[config.mk]
export PLATFORM = sky130hd
export DESIGN_NAME = uart_rx_axis_flat
export DESIGN_NICKNAME = d
export VERILOG_FILES = /design/src/rtl/uart_pkg.sv /design/src/rtl/uart_rx_axis_if.sv /design/src/rtl/uart_rx_core.sv /design/src/rtl/uart_rx_axis.sv /design/src/flat_wrapper.sv
export SDC_FILE = /design/constraint.sdc
export NUM_CORES = 1
export LEC_CHECK = 0
export CELL_PAD_IN_SITES_DETAIL_PLACEMENT = 0
export CELL_PAD_IN_SITES_GLOBAL_PLACEMENT = 1
export CORE_ASPECT_RATIO = 2
export CORE_MARGIN = 8
export CORE_UTILIZATION = 35
export DETAILED_ROUTE_END_ITERATION = 6
export GPL_TIMING_DRIVEN = 0
export PLACE_DENSITY = 0.62
export SYNTH_ARGS = -nofsm -noshare
export SYNTH_HDL_FRONTEND = slang
export SYNTH_SLANG_ARGS = --single-unit
[constraint.sdc]
create_clock -name clk -period 6.95 [get_ports clk]
set_input_delay 0.695 -clock clk [delete_from_list [all_inputs] [get_ports clk]]
set_output_delay 0.695 -clock clk [all_outputs]
set_load 0.02 [all_outputs]
[src/rtl/uart_pkg.sv]
// Shared UART definitions: receiver state encoding and baud arithmetic
// used by both the transmit and receive paths.
package uart_pkg;

  typedef enum logic [2:0] {
    ST_IDLE,
    ST_START,
    ST_DATA,
    ST_STOP,
    ST_BREAK
  } uart_state_t;

  function automatic int calc_bit_cyc(input int clk_rate, input int baud);
    return clk_rate / baud;
  endfunction

endpackage

[src/rtl/uart_rx_axis_if.sv]
// AXI-Stream beat bundle carrying received UART bytes to the consumer.
interface uart_rx_axis_if #(
  parameter int WIDTH = 8
);
  logic [WIDTH-1:0] data;
  logic             valid;
  logic             last;
  logic             ready;

  modport master(output data, output valid, output last, input ready);
  modport slave (input data, input valid, input last, output ready);
endinterface

[src/rtl/uart_rx_core.sv]
// 8N1 deserializer: line synchronizer, framing FSM and shift register.
// Emits single-cycle byte_ok / frame_err strobes at the stop-bit sample.
module uart_rx_core
  import uart_pkg::*;
#(
  parameter int WIDTH   = 8,
  parameter int BIT_CYC = 16
) (
  input  logic             clk,
  input  logic             rst,
  input  logic             i_rx,
  output logic [WIDTH-1:0] o_byte,
  output logic             o_byte_ok,
  output logic             o_frame_err,
  output logic             o_idle,
  output logic             o_start
);

  localparam int HALF_CYC = BIT_CYC / 2;
  localparam int CNT_W    = $clog2(BIT_CYC);
  localparam int BITN_W   = $clog2(WIDTH + 1);

  logic [1:0]        r_sync;
  uart_state_t       r_state;
  uart_state_t       w_next;
  logic [CNT_W-1:0]  r_cnt;
  logic [BITN_W-1:0] r_bitn;
  logic [WIDTH-1:0]  r_shreg;
  logic              w_rx_s;
  logic              w_cnt_clr;
  logic              w_shift;
  logic              w_cnt_half;
  logic              w_cnt_full;

  assign w_rx_s     = r_sync[1];
  assign w_cnt_half = (r_cnt == CNT_W'(HALF_CYC - 1));
  assign w_cnt_full = (r_cnt == CNT_W'(BIT_CYC - 1));
  assign o_byte     = r_shreg;
  assign o_idle     = (r_state == ST_IDLE);
  assign o_start    = o_idle && !w_rx_s;

  always_comb begin
    w_next      = r_state;
    w_cnt_clr   = 1'b0;
    w_shift     = 1'b0;
    o_byte_ok   = 1'b0;
    o_frame_err = 1'b0;
    case (r_state)
      ST_IDLE: begin
        if (!w_rx_s) begin
          w_next    = ST_START;
          w_cnt_clr = 1'b1;
        end
      end
      ST_START: begin
        if (w_cnt_half) begin
          w_cnt_clr = 1'b1;
          w_next    = w_rx_s ? ST_IDLE : ST_DATA;
        end
      end
      ST_DATA: begin
        if (w_cnt_full) begin
          w_shift   = 1'b1;
          w_cnt_clr = 1'b1;
          if (r_bitn == BITN_W'(WIDTH - 1)) w_next = ST_STOP;
        end
      end
      ST_STOP: begin
        if (w_cnt_full) begin
          w_cnt_clr = 1'b1;
          if (w_rx_s) begin
            o_byte_ok = 1'b1;
            w_next    = ST_IDLE;
          end else begin
            o_frame_err = 1'b1;
            w_next      = ST_BREAK;
          end
        end
      end
      ST_BREAK: begin
        if (w_rx_s) w_next = ST_IDLE;
      end
      default: w_next = ST_IDLE;
    endcase
  end

  // Bit counter only runs while timing a bit; it rests at zero otherwise.
  always_ff @(posedge clk or posedge rst) begin
    if (rst) begin
      r_sync  <= 2'b11;
      r_state <= ST_IDLE;
      r_cnt   <= '0;
      r_bitn  <= '0;
      r_shreg <= '0;
    end else begin
      r_sync  <= {r_sync[0], i_rx};
      r_state <= w_next;
      if (w_cnt_clr || r_state == ST_IDLE || r_state == ST_BREAK) r_cnt <= '0;
      else r_cnt <= r_cnt + CNT_W'(1);
      if (r_state != ST_DATA) r_bitn <= '0;
      else if (w_shift) r_bitn <= r_bitn + BITN_W'(1);
      if (w_shift) r_shreg <= {w_rx_s, r_shreg[WIDTH-1:1]};
    end
  end

endmodule

[src/rtl/uart_rx_axis.sv]
// UART receiver with AXI-Stream output: holds one byte back so that
// m_axis_last can be derived from line idle or a framing error.
module uart_rx_axis
  import uart_pkg::*;
#(
  parameter int WIDTH     = 8,
  parameter int CLK_RATE  = 50000000,
  parameter int BAUD      = 115200,
  parameter int IDLE_BITS = 4
) (
  input  logic                   clk,
  input  logic                   rst,
  input  logic                   uart_rx,
  uart_rx_axis_if.master         m_axis,
  output logic                   frame_err,
  output logic                   overrun
);

  localparam int BIT_CYC  = calc_bit_cyc(CLK_RATE, BAUD);
  localparam int IDLE_LIM = IDLE_BITS * BIT_CYC;
  localparam int IDLE_W   = $clog2(IDLE_LIM + 1);

  logic [WIDTH-1:0]  w_byte;
  logic              w_byte_ok;
  logic              w_core_ferr;
  logic              w_idle;
  logic              w_start;
  logic              w_timeout;
  logic              w_rel;
  logic              w_rel_last;
  logic              w_out_free;
  logic [WIDTH-1:0]  r_hold;
  logic              r_hold_v;
  logic [IDLE_W-1:0] r_idle_cnt;
  logic [WIDTH-1:0]  r_data;
  logic              r_valid;
  logic              r_last;
  logic              r_frame_err;
  logic              r_overrun;

  uart_rx_core #(
    .WIDTH  (WIDTH),
    .BIT_CYC(BIT_CYC)
  ) u_core (
    .clk        (clk),
    .rst        (rst),
    .i_rx       (uart_rx),
    .o_byte     (w_byte),
    .o_byte_ok  (w_byte_ok),
    .o_frame_err(w_core_ferr),
    .o_idle     (w_idle),
    .o_start    (w_start)
  );

  assign m_axis.data  = r_data;
  assign m_axis.valid = r_valid;
  assign m_axis.last  = r_last;
  assign frame_err    = r_frame_err;
  assign overrun      = r_overrun;

  // A new start edge beats an idle timeout in the same cycle, keeping the hold.
  always_comb begin
    w_timeout  = w_idle && !w_start && r_hold_v && (r_idle_cnt == IDLE_W'(IDLE_LIM));
    w_rel      = 1'b0;
    w_rel_last = 1'b0;
    if (w_byte_ok && r_hold_v) begin
      w_rel = 1'b1;
    end else if ((w_core_ferr && r_hold_v) || w_timeout) begin
      w_rel      = 1'b1;
      w_rel_last = 1'b1;
    end
    w_out_free = !r_valid || m_axis.ready;
  end

  always_ff @(posedge clk or posedge rst) begin
    if (rst) begin
      r_hold     <= '0;
      r_hold_v   <= 1'b0;
      r_idle_cnt <= '0;
    end else begin
      if (w_byte_ok) begin
        r_hold   <= w_byte;
        r_hold_v <= 1'b1;
      end else if (w_rel) begin
        r_hold_v <= 1'b0;
      end
      if (!w_idle || w_start || w_rel) r_idle_cnt <= '0;
      else if (r_hold_v) r_idle_cnt <= r_idle_cnt + IDLE_W'(1);
    end
  end

  // A release into an occupied, non-draining output is dropped and flagged.
  always_ff @(posedge clk or posedge rst) begin
    if (rst) begin
      r_data      <= '0;
      r_valid     <= 1'b0;
      r_last      <= 1'b0;
      r_frame_err <= 1'b0;
      r_overrun   <= 1'b0;
    end else begin
      r_frame_err <= w_core_ferr;
      r_overrun   <= 1'b0;
      if (w_rel) begin
        if (w_out_free) begin
          r_data  <= r_hold;
          r_last  <= w_rel_last;
          r_valid <= 1'b1;
        end else begin
          r_overrun <= 1'b1;
        end
      end else if (r_valid && m_axis.ready) begin
        r_valid <= 1'b0;
      end
    end
  end

endmodule
[src/flat_wrapper.sv]
// flat-port wrapper written by rule: the top's interface ports become plain ports
module uart_rx_axis_flat import uart_pkg::*;
#(
  parameter int WIDTH     = 8,
  parameter int CLK_RATE  = 50000000,
  parameter int BAUD      = 115200,
  parameter int IDLE_BITS = 4
)
  (clk, rst, uart_rx, frame_err, overrun, m_axis_data, m_axis_valid, m_axis_last, m_axis_ready);
  uart_rx_axis_if #(.WIDTH(WIDTH)) m_axis_i ();
  input  logic clk;
  input  logic rst;
  input  logic uart_rx;
  output logic frame_err;
  output logic overrun;
  output wire logic [$bits(m_axis_i.data)-1:0] m_axis_data;
  output wire logic [$bits(m_axis_i.valid)-1:0] m_axis_valid;
  output wire logic [$bits(m_axis_i.last)-1:0] m_axis_last;
  input wire logic [$bits(m_axis_i.ready)-1:0] m_axis_ready;
  assign m_axis_data = m_axis_i.data;
  assign m_axis_valid = m_axis_i.valid;
  assign m_axis_last = m_axis_i.last;
  assign m_axis_i.ready = m_axis_ready;
  uart_rx_axis #(.WIDTH(WIDTH), .CLK_RATE(CLK_RATE), .BAUD(BAUD), .IDLE_BITS(IDLE_BITS)) u_core (.clk(clk), .rst(rst), .uart_rx(uart_rx), .m_axis(m_axis_i), .frame_err(frame_err), .overrun(overrun));
endmodule
==> results of run 1 <==
power groups by stage:
| stage | clock network, uW | logic (uW) | registers [uW] |
|---|---|---|---|
| after floorplan | 0 | 6.08 | 345 |
| after global placement | 0 | 10.1 | 345 |
| after detailed placement | 0 | 11.6 | 345 |
| after CTS | 408 | 11.7 | 339 |
| after global routing | 422 | 12.7 | 339 |
| final | 396 | 10.8 | 339 |
worst max-delay path, delay by kind of cell, from the launching register on:
family,cells,cell delay [ns]
simple gates,2,1.04
compound gates,1,0.32
buf+inv,2,0.37
mux,1,0.38
flops,1,0.50
state kept, by name (all words and copies together), names as in the netlist, 2 cells and up:
name / count
u_core.u_core.r_cnt: 9
u_core.r_idle_cnt: 11
u_core.u_core.r_state: 3
u_core.r_hold: 8
u_core.m_axis.data: 8
u_core.u_core.o_byte: 8
u_core.u_core.r_sync: 2
u_core.u_core.r_bitn: 4
kinds of logic (layout without fill, tap and decap cells):
logic type	count (synthesis)	in the layout
simple gates	97	97
flops	58	58
mux	25	25
compound gates	18	18
xor+xnor	16	16
buf+inv	14	46
fa+ha+maj	6	6
through the flow:
step / instance area (sq um) / hold slack [ns] / utilization, % / total power [uW]
3_3_place_gp: 2910 / 0.346 / 39.2 / 355
4_1_cts: 3200 / 0.355 / 43.1 / 759
3_5_place_dp: 2930 / 0.347 / 39.4 / 357
2_1_floorplan: 2640 / 0.345 / - / 351
5_1_grt: 3200 / 0.358 / 43.1 / 774
6_report: 3200 / 0.355 / 43.1 / 747
cells in the final DEF, fill, tap and decap left out, types with 9 or more instances in the layout:
cell and n:
dfrtp_1 56, nor2_1 30, mux2_2 25, nand2_1 19, clkdlybuf4s50_1 15, nand3_1 14
xnor2_1 10, clkbuf_16 9
worst paths after layout:
check / to / slack, ns / cells past startpoint
hold / removal: u_core.u_core.r_sync[1] / 0.36 / 0
setup / recovery: u_core.m_axis.data[4] / 4.22 / 6
min in group asynchronous: u_core.m_axis.data[0] / 0.76 / 2
setup reg to reg: u_core.m_axis.data[4] / 4.22 / 6
hold reg to reg: u_core.u_core.r_sync[1] / 0.36 / 0
max in group asynchronous: u_core.r_idle_cnt[8] / 5.62 / 3
layout make-up:
cell class	count	area (sq um)	area share, %
flip-flops and latches	58	1450	45.4
multi-input cells	162	1130	35.3
clock buffers	11	243	7.58
repair buffers	16	170	5.31
well taps	94	118	3.67
plain buffers	7	32.5	1.02
clock inverters	5	30.0	0.938
inverters	7	26.3	0.820
layer usage:
layer  up-vias  track usage, %  share of wire, %
met3        10            3.83               3.8
met5         -               0                 0
met4         0            5.41               1.9
met1       870            12.0                45
li1        872               -                 -
met2        27            15.8                49
==> impl_metrics.env, run 1 <==
export IMPL_fmax_mhz=367
export IMPL_cp_arrival_ns=2.94
export IMPL_end_kind="flop"
export IMPL_core_sq_um=7430
export IMPL_hpwlAfterDp_microns=3330
export IMPL_cellLeakagePower_uw=0.00142
export IMPL_yosys_area_share_adder_pct=2.84
export IMPL_cts_sinks=58
export IMPL_fin_ws_ns=4.22
export IMPL_syn2layout_area_growth_pct=21.2
export IMPL_path_max_fanout=9
export IMPL_crit_top_cell="buf_2"
export IMPL_die_width_microns=77.4
export IMPL_dr_pass1_iters=4
export IMPL_fp_row_count=45
export IMPL_tritoncts="built"
export IMPL_maxCapViolations=0
export IMPL_wirelength_microns=4820
export IMPL_nets=271
export IMPL_ys_seq_area_share_pct=55.0
export IMPL_setup_tns_ns=0
export IMPL_cts_resized=0
export IMPL_crit_slowest_cell="or4b_4"
export IMPL_startpoint="u_core.u_core.r_sync[1]"
export IMPL_cts_hold_fix_buffers=0
export IMPL_path_clk_slew_ns=0.05
export IMPL_overflow=0
export IMPL_final_hold_viol_count=0
export IMPL_htreeDepth=3
export IMPL_yosys_top_cells_count="dfrtp_1 (56), nor2_1 (30), mux2_2 (25)"
export IMPL_synth_compound_area_share_pct=4.92
export IMPL_clock_skew_ns=0.00494
export IMPL_slew_headroom_pct=58.4
export IMPL_synth_main_ff_cell="dfrtp_1"
export IMPL_via_count=1779
export IMPL_ant_nets=0
export IMPL_cp_start_kind="flop"
export IMPL_async_flop_share_pct=100
export IMPL_ir_worst_vdd_uv=141
export IMPL_min_from="u_core.u_core.r_sync[0]"
export IMPL_die_y_microns=139
export IMPL_layout_cells_non_filler=360
export IMPL_status="completed"
export IMPL_ys_ff_latch=58
export IMPL_grt_pass1_vias=1817
export IMPL_synth_top_family_by_area="simple AND/OR/NAND/NOR gates"
export IMPL_fillers=761
export IMPL_initial_core_util_pct=35.6
export IMPL_slew_violations=0
export IMPL_first_iter_violations=78
export IMPL_yosysMostFrequentCell="dfrtp_1"
export IMPL_synth_simple_area_share_pct=19.0
export IMPL_synth_cells=234
export IMPL_grt_pass1_wl_microns=8780
export IMPL_port_buffers=15
export IMPL_layout_drive_gt1_share_pct=19.9
export IMPL_comb_power_share_pct=1.5
export IMPL_p_int_uw=591
export IMPL_switching_share_pct=20.9
export IMPL_cts_root_buf="clkbuf_16"
export IMPL_syn_nets=244
export IMPL_dp_cells=344
export IMPL_syn_area_sq_um=2640
export IMPL_pre_cts_slack_ns=4.19
export IMPL_hold_class="flop to flop"
export IMPL_synth_xor_area_share_pct=5.30
export IMPL_setup_viol_count_final=0
export IMPL_power_frac_seq_pct=45.5
export IMPL_insertion_delay_ns=0.33
export IMPL_synth_top_cell_area_share_pct=53.0
export IMPL_globalRouteTotalUtil_pct=10.3
export IMPL_crit_required_ns=7.16
export IMPL_synth_cell_type_count=41
export IMPL_viasPerCell=4.94
export IMPL_clkPwrFrac_pct=53.1
export IMPL_wire_per_inst_microns=13.4
export IMPL_finalCriticalPeriod_ns=2.73
export IMPL_post_cts_repair_setup_buffers=0
export IMPL_die_area_sq_um=10800
export IMPL_reg2reg_from="u_core.u_core.r_sync[1]"
export IMPL_synth_edff_count=0
export IMPL_grt_max_degree=32
export IMPL_rsz0062_at_grt="no"
export IMPL_cellPowerDensity_nw_per_um2=233
export IMPL_tightestPinTransition_ns=0.615
export IMPL_path_class="flop to flop"
export IMPL_crit_path_max_incr_delay_ns=0.52
export IMPL_yosysTopAreaCell="dfrtp_1"
export IMPL_num_antenna_cells=0
export IMPL_period_share_pct=39.2
export IMPL_syn_avg_cell_area_sq_um=11.3
export IMPL_route_detailed_drc=0
export IMPL_num_io_pins=16
export IMPL_synth_warnings=0
export IMPL_place_congestion=0.796
export IMPL_clockBufferDepth=2
export IMPL_cts_made_buffers=9
export IMPL_synth_mux_area_share_pct=10.7
export IMPL_p_sw_uw=156
export IMPL_crit_path_cell_trace="buf_2 > or4b_4 > or4_1 > buf_2 > a21oi_4 > mux2_2"
export IMPL_antenna_found_initial=0
export IMPL_ys_top_cells_by_area="dfrtp_1 (53%), mux2_2 (11%), nor2_1 (4.3%), xnor2_1 (3.3%), ha_1 (2.8%)"
Power figures use the tool's default switching activity.
==> run 2: changes to the inputs <==
Clock period 6.95 ns to 2.9 ns, I/O delays scaled along.
==> results of run 2 <==
The final DEF is identical to that of run 1. Status: completed.
Main changes from that run: setup slack after placement 4.19 ns -> 0.143 ns; setup slack after layout 4.22 ns -> 0.172 ns; hold slack 0.355 ns -> 0.350 ns; register-to-register setup slack 4.22 ns -> 0.17 ns; total power 747 uW -> 1790 uW; worst IR drop on VDD 141 uV -> 339 uV
==> run 3: changes to the inputs <==
Settings changed: CAP_MARGIN set to 20, CORE_ASPECT_RATIO 2 to 1.25.
Clock period 2.9 ns to 2.56 ns, I/O delays scaled along.
==> run 3 against run 2 <==
Maximum frequency is 9.3% higher. Global-route usage grew 0.52 points. Largest power group unchanged. Sequential cell count did not move. Combinational power grew 16%. Critical path type unchanged. Cell area grew 1.3%.
==> impl_metrics.env, run 3 (synthesis gave the netlist of run 1 again) <==
export IMPL_wire_per_inst_microns=14.2
export IMPL_regMostFlops="u_core.r_idle_cnt"
export IMPL_end_kind="flop"
export IMPL_grt_pass1_vias=1853
export IMPL_reg2reg_slack_ns=0.06
export IMPL_rsz0062_at_grt="no"
export IMPL_largest_register_ffs=11
export IMPL_overflow=0
export IMPL_tightestPinTransition_ns=0.684
export IMPL_die_y_microns=113
export IMPL_cellPowerDensity_nw_per_um2=589
export IMPL_clockBufferDepth=2
export IMPL_slew_headroom_pct=53.8
export IMPL_final_hold_viol_count=0
export IMPL_fp_row_count=35
export IMPL_maxCapViolations=0
export IMPL_pre_cts_slack_ns=-0.195
export IMPL_crit_path_max_incr_delay_ns=0.56
export IMPL_reg_top3="u_core.r_idle_cnt: 11 flops, u_core.u_core.r_cnt: 9 flops"
export IMPL_htreeDepth=3
export IMPL_path_clk_slew_ns=0.07
export IMPL_top_usage_layer="met2"
export IMPL_num_io_pins=16
export IMPL_nets=275
export IMPL_layout_drive_gt1_share_pct=23.0
export IMPL_cts_sinks=58
export IMPL_crit_slowest_cell="or4b_4"
export IMPL_crit_path_cell_trace="or4b_4 > or4_4 > buf_6 > a21oi_4 > clkbuf_16 > mux2_2"
export IMPL_num_antenna_cells=0
export IMPL_grt_use_met2_pct=16.7
export IMPL_antenna_found_initial=0
export IMPL_die_width_microns=93.7
export IMPL_fin_ws_ns=0.0643
export IMPL_ant_nets=0
export IMPL_viasPerCell=4.88
export IMPL_period_share_pct=97.5
export IMPL_tritoncts="built"
export IMPL_dpl_cell_area_sq_um=2930
export IMPL_layout_cells_most_common_list="dfrtp_1 (55), nor2_1 (30), mux2_2 (25), nand2_1 (19), clkdlybuf4s50_1 (15)"
export IMPL_cellLeakagePower_uw=0.00143
export IMPL_post_route_util_pct=44.1
export IMPL_slew_violations=0
export IMPL_first_iter_violations=82
export IMPL_die_area_sq_um=10600
export IMPL_grt_max_degree=33
export IMPL_path_max_fanout=5
export IMPL_syn2layout_area_growth_pct=22.8
export IMPL_port_buffers=15
export IMPL_hpwlAfterDp_microns=3460
export IMPL_dr_pass1_iters=4
export IMPL_setup_viol_count_final=0
export IMPL_route_detailed_drc=0
export IMPL_reg2reg_depth=6
export IMPL_cts_made_buffers=9
export IMPL_path_class="flop to flop"
export IMPL_core_sq_um=7360
export IMPL_whs_ns=0.306
export IMPL_wirelength_microns=5150
export IMPL_use_met3_pct=3.38
export IMPL_setup_tns_ns=0
export IMPL_grt_pass1_wl_microns=8940
export IMPL_place_congestion=0.735
export IMPL_finalCriticalPeriod_ns=2.50
export IMPL_hold_class="input port to async pin"
export IMPL_cp_start_kind="flop"
export IMPL_status="completed"
export IMPL_cp_arrival_ns=2.72
export IMPL_fillers=722
export IMPL_insertion_delay_ns=0.34
export IMPL_use_met1_pct=12.7
export IMPL_via_count=1768
export IMPL_initial_core_util_pct=35.9
export IMPL_fmax_mhz=401
export IMPL_design_area_sq_um=3240
export IMPL_ir_worst_vdd_uv=353
export IMPL_final_common_cell="dfrtp_1"
export IMPL_globalRouteTotalUtil_pct=10.8
export IMPL_crit_required_ns=2.79
export IMPL_clock_skew_ns=0.00630
export IMPL_cts_root_buf="clkbuf_8"
==> run 3: cell types whose count changed in the layout (fill, tap and decap cells not counted), moves of 2 or more <==
| cell | delta |
|---|---|
| clkbuf_8 | +8 |
| clkinv_2 | -3 |
| buf_2 | -2 |
| buf_4 | +3 |
| inv_6 | +2 |
| bufinv_16 | +2 |
| buf_6 | +2 |
| clkbuf_16 | -8 |
| clkbuf_1 | -2 |
==> run 3: final timing paths <==
path	startpoint	to
max	u_core.r_idle_cnt[2]	u_core.m_axis.data[0]
min	rst	u_core.m_axis.data[5]
max reg2reg	u_core.r_idle_cnt[2]	u_core.m_axis.data[0]
min reg2reg	u_core.u_core.r_sync[0]	u_core.u_core.r_sync[1]
max in group asynchronous	rst	u_core.r_idle_cnt[5]
min in group clk	uart_rx	u_core.u_core.r_sync[0]
==> run 3: power breakdown <==
group / internal [uW] / switching [uW]
logic: 9.18 / 21.0
clock network: 556 / 405
registers: 919 / 0.796
total: 1480 / 427
==> run 3: repair_timing <==
action                                  CTS  global route
gates cloned                              0             1
pin swaps                                 1             3
hold buffers                              0             0
endpoints found under the setup margin    8             8
buffers inserted                          2             3
gates resized for setup                   0             8
==> run 3: worst max-delay path: cells and delay by family, from the launching register on <==
family,cells,cell delay [ns]
buffers and inverters,2,0.33
flip-flops,1,0.42
multiplexers,1,0.32
AO/OA/AOI/OAI,1,0.22
AND/OR/NAND/NOR,2,1.10
==> run 3: through the flow <==
step / total power (uW) / cells
final: 1910 / 362
after global routing: 1990 / 362
after CTS: 1950 / 358
after detailed placement: 968 / 342
after global placement: 965 / 341
after floorplan: 953 / 234
==> run 3: final cells by class <==
class / instances / area, sq um / share of cell area (%)
inverters: 7 / 26.3 / 0.810
well taps: 92 / 115 / 3.55
plain buffers: 5 / 33.8 / 1.04
multi-input cells: 162 / 1140 / 35.2
clock buffers: 9 / 124 / 3.82
flip-flops and latches: 58 / 1460 / 44.9
clock inverters: 7 / 101 / 3.12
repair buffers: 22 / 245 / 7.56
==> run 3: routing by layer <==
metal	share of wire [%]	vias up
met5	0	-
met4	2.8	0
met3	2.5	9
met2	48	23
met1	47	860
li1	-	876
